[src/rtl/vga_board_renderer.sv]
`default_nettype none
// ============================================================================
// Module   : vga_board_renderer
// Purpose  : Two-stage pixel pipeline that draws a COLS x ROWS board of round
//            cells and a blinking cursor piece above the selected column.
//            Syncs and blank are delayed two cycles to match the colour.
// Revision : 1.0 - initial release
// ============================================================================
module vga_board_renderer #(
    parameter int COLS         = 7,
    parameter int ROWS         = 6,
    parameter int CELL_LOG2    = 6,
    parameter int X0           = 96,
    parameter int Y0           = 64,
    parameter int RADIUS_SQ    = 676,
    parameter int BLINK_FRAMES = 30
) (
    input  logic        clk,
    input  logic        rst_n,
    input  logic [15:0] h_count,
    input  logic [15:0] v_count,
    input  logic        blank_in,
    input  logic        hsync_in,
    input  logic        vsync_in,
    input  logic        wr_en,
    input  logic [2:0]  wr_col,
    input  logic [2:0]  wr_row,
    input  logic [1:0]  wr_data,
    input  logic        clear,
    input  logic [2:0]  cursor_col,
    input  logic        cursor_player,
    output logic [7:0]  red,
    output logic [7:0]  green,
    output logic [7:0]  blue,
    output logic        hsync_out,
    output logic        vsync_out,
    output logic        blank_out
);

    localparam int CELL = 1 << CELL_LOG2;
    localparam int HALF = CELL / 2;
    localparam int OW   = CELL_LOG2 + 1;
    localparam int SW   = 2 * OW;
    localparam int CW   = (BLINK_FRAMES > 1) ? $clog2(BLINK_FRAMES) : 1;

    localparam logic [23:0] C_BLACK  = 24'h000000;
    localparam logic [23:0] C_BLUE   = 24'h0000FF;
    localparam logic [23:0] C_WHITE  = 24'hFFFFFF;
    localparam logic [23:0] C_RED    = 24'hFF0000;
    localparam logic [23:0] C_YELLOW = 24'hFFFF00;
    localparam logic [23:0] C_GREEN  = 24'h00FF00;

    // ------------------------------------------------------------------
    // Stage 1 address decode (combinational part)
    // ------------------------------------------------------------------
    logic signed [16:0] dx_w, dy_w, col_w, row_w;
    logic               in_board_w, in_cursor_w;

    assign dx_w  = $signed({1'b0, h_count}) - $signed(17'(X0));
    assign dy_w  = $signed({1'b0, v_count}) - $signed(17'(Y0));
    // Arithmetic shift floors negative offsets so the band above the board is row -1.
    assign col_w = dx_w >>> CELL_LOG2;
    assign row_w = dy_w >>> CELL_LOG2;

    assign in_board_w  = (col_w >= 17'sd0) && (col_w < $signed(17'(COLS))) &&
                         (row_w >= 17'sd0) && (row_w < $signed(17'(ROWS)));
    assign in_cursor_w = (row_w == -17'sd1) && (col_w == $signed({14'd0, cursor_col}));

    logic                 in_board_q, in_cursor_q, player_q;
    logic [2:0]           col_q, row_q;
    logic [CELL_LOG2-1:0] lx_q, ly_q;
    logic                 blank1_q, hs1_q, vs1_q;

    // Stage 1 registers: cell coordinates, in-cell offsets and delayed controls.
    always_ff @(posedge clk or negedge rst_n) begin
        if (!rst_n) begin
            in_board_q  <= 1'b0;
            in_cursor_q <= 1'b0;
            player_q    <= 1'b0;
            col_q       <= '0;
            row_q       <= '0;
            lx_q        <= '0;
            ly_q        <= '0;
            blank1_q    <= 1'b0;
            hs1_q       <= 1'b1;
            vs1_q       <= 1'b1;
        end else begin
            in_board_q  <= in_board_w;
            in_cursor_q <= in_cursor_w;
            player_q    <= cursor_player;
            col_q       <= col_w[2:0];
            row_q       <= row_w[2:0];
            lx_q        <= dx_w[CELL_LOG2-1:0];
            ly_q        <= dy_w[CELL_LOG2-1:0];
            blank1_q    <= blank_in;
            hs1_q       <= hsync_in;
            vs1_q       <= vsync_in;
        end
    end

    // ------------------------------------------------------------------
    // Cell state register file, indexed by {row, col}
    // ------------------------------------------------------------------
    logic [1:0] cells_q [64];
    logic       wr_ok_w;

    assign wr_ok_w = (32'(wr_col) < 32'(COLS)) && (32'(wr_row) < 32'(ROWS));

    // Cell writes; clear wins over a simultaneous single-cell write.
    always_ff @(posedge clk or negedge rst_n) begin
        if (!rst_n) begin
            for (int i = 0; i < 64; i++) cells_q[i] <= 2'd0;
        end else if (clear) begin
            for (int i = 0; i < 64; i++) cells_q[i] <= 2'd0;
        end else if (wr_en && wr_ok_w) begin
            cells_q[{wr_row, wr_col}] <= wr_data;
        end
    end

    // ------------------------------------------------------------------
    // Frame counter and cursor blink
    // ------------------------------------------------------------------
    logic          tick_w;
    logic [CW-1:0] frame_q;
    logic          blink_q;

    assign tick_w = (h_count == 16'd0) && (v_count == 16'd480);

    // Count frame ticks; toggle the cursor blink every BLINK_FRAMES ticks.
    always_ff @(posedge clk or negedge rst_n) begin
        if (!rst_n) begin
            frame_q <= '0;
            blink_q <= 1'b0;
        end else if (tick_w) begin
            if (frame_q == CW'(BLINK_FRAMES - 1)) begin
                frame_q <= '0;
                blink_q <= ~blink_q;
            end else begin
                frame_q <= frame_q + 1'b1;
            end
        end
    end

    // ------------------------------------------------------------------
    // Stage 2: circle test and colour selection
    // ------------------------------------------------------------------
    logic signed [OW-1:0] ox_w, oy_w;
    logic signed [SW-1:0] oxe_w, oye_w, sqx_w, sqy_w;
    logic [SW-1:0]        d2_w;
    logic                 in_circle_w;
    logic [1:0]           cell_w;
    logic [23:0]          rgb_d;

    assign ox_w  = $signed({1'b0, lx_q}) - $signed(OW'(HALF));
    assign oy_w  = $signed({1'b0, ly_q}) - $signed(OW'(HALF));
    assign oxe_w = SW'(ox_w);
    assign oye_w = SW'(oy_w);
    assign sqx_w = oxe_w * oxe_w;
    assign sqy_w = oye_w * oye_w;
    assign d2_w  = $unsigned(sqx_w) + $unsigned(sqy_w);
    assign in_circle_w = d2_w < SW'(RADIUS_SQ);
    assign cell_w      = cells_q[{row_q, col_q}];

    // Colour priority: blanking, board frame, board piece, cursor piece.
    always_comb begin
        rgb_d = C_BLACK;
        if (!blank1_q) begin
            rgb_d = C_BLACK;
        end else if (in_board_q) begin
            if (!in_circle_w) begin
                rgb_d = C_BLUE;
            end else begin
                case (cell_w)
                    2'd0:    rgb_d = C_WHITE;
                    2'd1:    rgb_d = C_RED;
                    2'd2:    rgb_d = C_YELLOW;
                    default: rgb_d = C_GREEN;
                endcase
            end
        end else if (in_cursor_q && in_circle_w && blink_q) begin
            rgb_d = player_q ? C_YELLOW : C_RED;
        end
    end

    logic [23:0] rgb_q;
    logic        blank2_q, hs2_q, vs2_q;

    // Stage 2 registers: final colour and the second sync/blank delay.
    always_ff @(posedge clk or negedge rst_n) begin
        if (!rst_n) begin
            rgb_q    <= '0;
            blank2_q <= 1'b0;
            hs2_q    <= 1'b1;
            vs2_q    <= 1'b1;
        end else begin
            rgb_q    <= rgb_d;
            blank2_q <= blank1_q;
            hs2_q    <= hs1_q;
            vs2_q    <= vs1_q;
        end
    end

    assign red       = rgb_q[23:16];
    assign green     = rgb_q[15:8];
    assign blue      = rgb_q[7:0];
    assign hsync_out = hs2_q;
    assign vsync_out = vs2_q;
    assign blank_out = blank2_q;

endmodule
`default_nettype wire

[config.mk]
export PLATFORM = sky130hd
export DESIGN_NAME = vga_board_renderer
export DESIGN_NICKNAME = d
export VERILOG_FILES = /design/src/rtl/vga_board_renderer.sv
export SDC_FILE = /design/constraint.sdc
export NUM_CORES = 1
export LEC_CHECK = 0
export ABC_AREA = 1
export BUFFER_PORTS_ARGS = -buffer_cell sky130_fd_sc_hd__buf_2
export CORE_MARGIN = 4
export CORE_UTILIZATION = 56
export DETAILED_ROUTE_END_ITERATION = 7
export MAX_ROUTING_LAYER = met4
export PLACE_DENSITY = 0.77
export SETUP_SLACK_MARGIN = 0.02
export SLEW_MARGIN = 40
export SYNTH_ARGS = -nofsm -noshare
export SYNTH_HDL_FRONTEND = slang
export SYNTH_SLANG_ARGS = --single-unit
[constraint.sdc]
create_clock -name clk -period 5.8 [get_ports clk]
set_input_delay 1.16 -clock clk [delete_from_list [all_inputs] [get_ports clk]]
set_output_delay 1.16 -clock clk [all_outputs]
set_load 0.005 [all_outputs]
==> results.yml <==
worst_hold_path:
  whs_endpoint: "hsync_out"
  hp-class: "reg2reg"
  hold_start: "hs1_q"
  holdPathStages: 0
critical_path:
  reg2reg_slack_ns: 0.22
  cp_num_buf_inv: 7
  critical-path-max-stage-delay_ns: 0.56
  start_kind: "flop"
  crit_required_ns: 6.15
  endpoint_kind: "flop"
  cp_top_family: "adder cells"
  worstPathMaxFanout: 8
  slowest_stage: "fa_2"
  timing.rr.start: "ly_q[5]"
  crit_path_frequent_cell: "nand2_1"
  critical_path_arrival_ns: 5.93
  r2r_cells: 27
  reg2reg_to: "rgb_q[15]"
  criticalPathCategory: "reg2reg"
yosys:
  yosys.area.top_type_share_pct: 34.9
  synth_common_cells: "nand2_1 (306), inv_1 (246), nand3_1 (206)"
  post-synth-top-count-cell: "nand2_1"
  avgSynthCellArea_sq_um: 7.84
  syn_area_sq_um: 11500
  async_reset_ff_share_pct: 100
  synth_top_cell_by_area: "dfrtp_1"
  synth-main-ff-cell: "dfrtp_1"
  ys_warn_count: 0
  synth_seq_cells: 164
  synth_cell_types: 39
  synth.net_count: 1633
  synth_edf_count: 0
  ys_seq_area_share_pct: 35.8
  syn_inst: 1463
  netlist_top_cells_area: "dfrtp_1 (35%), fa_1 (13%), nand2_1 (10%)"
floorplanning:
  num_rows: 52
  start_util_pct: 56.9
  io_pins: 78
  die-area_sq_um: 22800
  core_area_sq_um: 20200
  die_y_um: 151
  die_x_um: 151
global_routing:
  grt_max_degree: 73
  grt_use_total_pct: 25.0
  antenna_found_initial: 0
  grt_pass1_wl_mm: 44.6
  gr-total-overflow: 0
  grt_pass1_vias: 9356
finish:
  diodes: 0
  final_area_sq_um: 12900
  fin_util_pct: 64.2
  multi_input_comb_area_sq_um: 6230
  final_layout_size_suffix_gt1_share_pct: 13.9
  n_fill_cell: 1678
  areaGrowthSynthToFinish_pct: 12.8
  nNetsFinal: 1691
  finalNonFillerCells: 1804
  seqCellArea_sq_um: 4110
route:
  routed_wl_mm: 27.1
  num_vias: 9657
  drc_errors: 0
  drtIter0Drc: 867
  routed_via_density: 5.35
  final_antenna_net_count: 0
  first_pass_iters: 5
  post_drt_wl_per_cell_um: 15.0
power_and_ir_drop:
  irDropWorstVdd_v: 0.000630
  p_leak_nw: 6.49
  powerDensity_nw_per_um2: 478
timing:
  max_freq_ghz: 0.179
  layout_min_cycle_time_ns: 5.58
  worst_pin_slew_ns: 0.903
  slew_headroom_pct: 39.3
  skew_ns: 0.0101
  finalHoldViolCount: 0
  period_share_pct: 96.2
  final-setup-viol-count: 0
  setup_tns_ns: 0
  drv_slew: 0
run_status:
  outcome: "completed"
clock_network:
  cts_root_buf: "clkbuf_16"
  clock-sinks: 164
  worstSkewPairLatency_ns: 0.43
  cts_buffer_depth: 2
  htree_num_levels: 4
  clk_pin_slew_ns: 0.07
  cts_buffers: 17
  cts_tree: "done"
  cts_hold_buf: 0
placement:
  placed_cells: 1761
  io_buffer_count: 77
  gp_congestion: 0.913
  place_area_sq_um: 12000
  hpwl_mm: 18.6
flow_run:
  cap_violations: 0
-- placed cells by master, fill, tap and decap left out, types with 2 or more instances in the layout --
cell type and count:
xor2_1 18, inv_8 3, buf_6 4, inv_4 2, buf_4 34, inv_6 4, fa_2 4, nand2_1 301
o21bai_1 4, and3_1 2, nand4_1 22, buf_2 76, ha_1 36, nand3_2 2, nor4_1 7, o21ai_0 101
clkbuf_16 17, a21oi_2 2, dfrtp_1 158, ha_4 8, nor3_1 13, inv_2 10, inv_1 238, dfstp_2 4
nor2_2 7, nand3_1 205, nand3b_1 4, nand2_2 7, clkinv_4 3, xnor2_1 7, dfrtp_2 2, bufinv_16 2
a21oi_1 19, nor2_4 8, fa_1 70, a21o_1 3, or2_2 2, nor2_1 108
-- timing repair --
action | in CTS | in global routing
resized for setup | 4 | 55
buffers inserted | 1 | 10
pin swaps | 1 | 30
endpoints found under the setup margin | 3 | 3
-- where the power goes --
group	switching [mW]	total, mW	internal, mW
logic	2.28	3.87	1.59
clock network	0.502	1.15	0.650
registers	0.0144	1.17	1.16
total	2.79	6.19	3.40
-- per-stage QoR --
stage | setup WS [ns] | power (mW) | hold slack [ns]
6_report | 0.220 | 6.19 | 0.356
5_1_grt | -0.0488 | 6.79 | 0.359
4_1_cts | 0.0491 | 5.38 | 0.358
3_5_place_dp | -0.0511 | 4.18 | 0.348
3_3_place_gp | 0.141 | 4.06 | 0.346
2_1_floorplan | 0.0521 | 3.58 | 0.345
-- per-layer routing --
layer,up-vias,GRT usage [%],part of all wire [%]
li1,4698,-,-
met1,4636,34.1,44
met2,277,38.6,49
met3,46,3.53,4.8
met4,0,8.88,2.3
met5,-,-,0
-- layout make-up --
cell class	count	share of cell area (%)
Tap cell	270	2.61
Clock inverter	14	1.30
Inverter	250	7.29
Clock buffer	18	3.32
Timing Repair Buffer	116	5.59
Sequential cell	164	31.8
Multi-Input combinational cell	972	48.1
-- cells by family after synthesis --
logic type | synth area share, %
AO/OA/AOI/OAI | 6.11
XOR/XNOR | 1.91
adder cells (fa/ha/maj) | 17.8
buffers and inverters | 12.0
flip-flops | 35.8
AND/OR/NAND/NOR | 26.4
-- registers in the layout, summed over array words and instances, names as in the netlist --
| signal | count |
|---|---|
| rgb_q | 3 |
| blank_out | 1 |
| frame_q | 5 |
| vs1_q | 1 |
| vsync_out | 1 |
| lx_q | 6 |
| in_board_q | 1 |
| col_q | 3 |
| player_q | 1 |
| cells_q | 128 |
| row_q | 3 |
| in_cursor_q | 1 |
| blank1_q | 1 |
| ly_q | 6 |
| hs1_q | 1 |
| hsync_out | 1 |
| blink_q | 1 |
-- worst max path at each step --
stage                 start   endpoint  slack [ns]  depth (start not counted)
floorplan           ly_q[5]  rgb_q[15]        0.05                         22
global placement    lx_q[5]  rgb_q[15]        0.14                         25
detailed placement  ly_q[5]  rgb_q[15]       -0.05                         23
CTS                 ly_q[5]  rgb_q[15]        0.05                         26
global route        ly_q[5]  rgb_q[15]       -0.05                         27
finish              ly_q[5]  rgb_q[15]        0.22                         27
(Power assumes the default switching activity.)
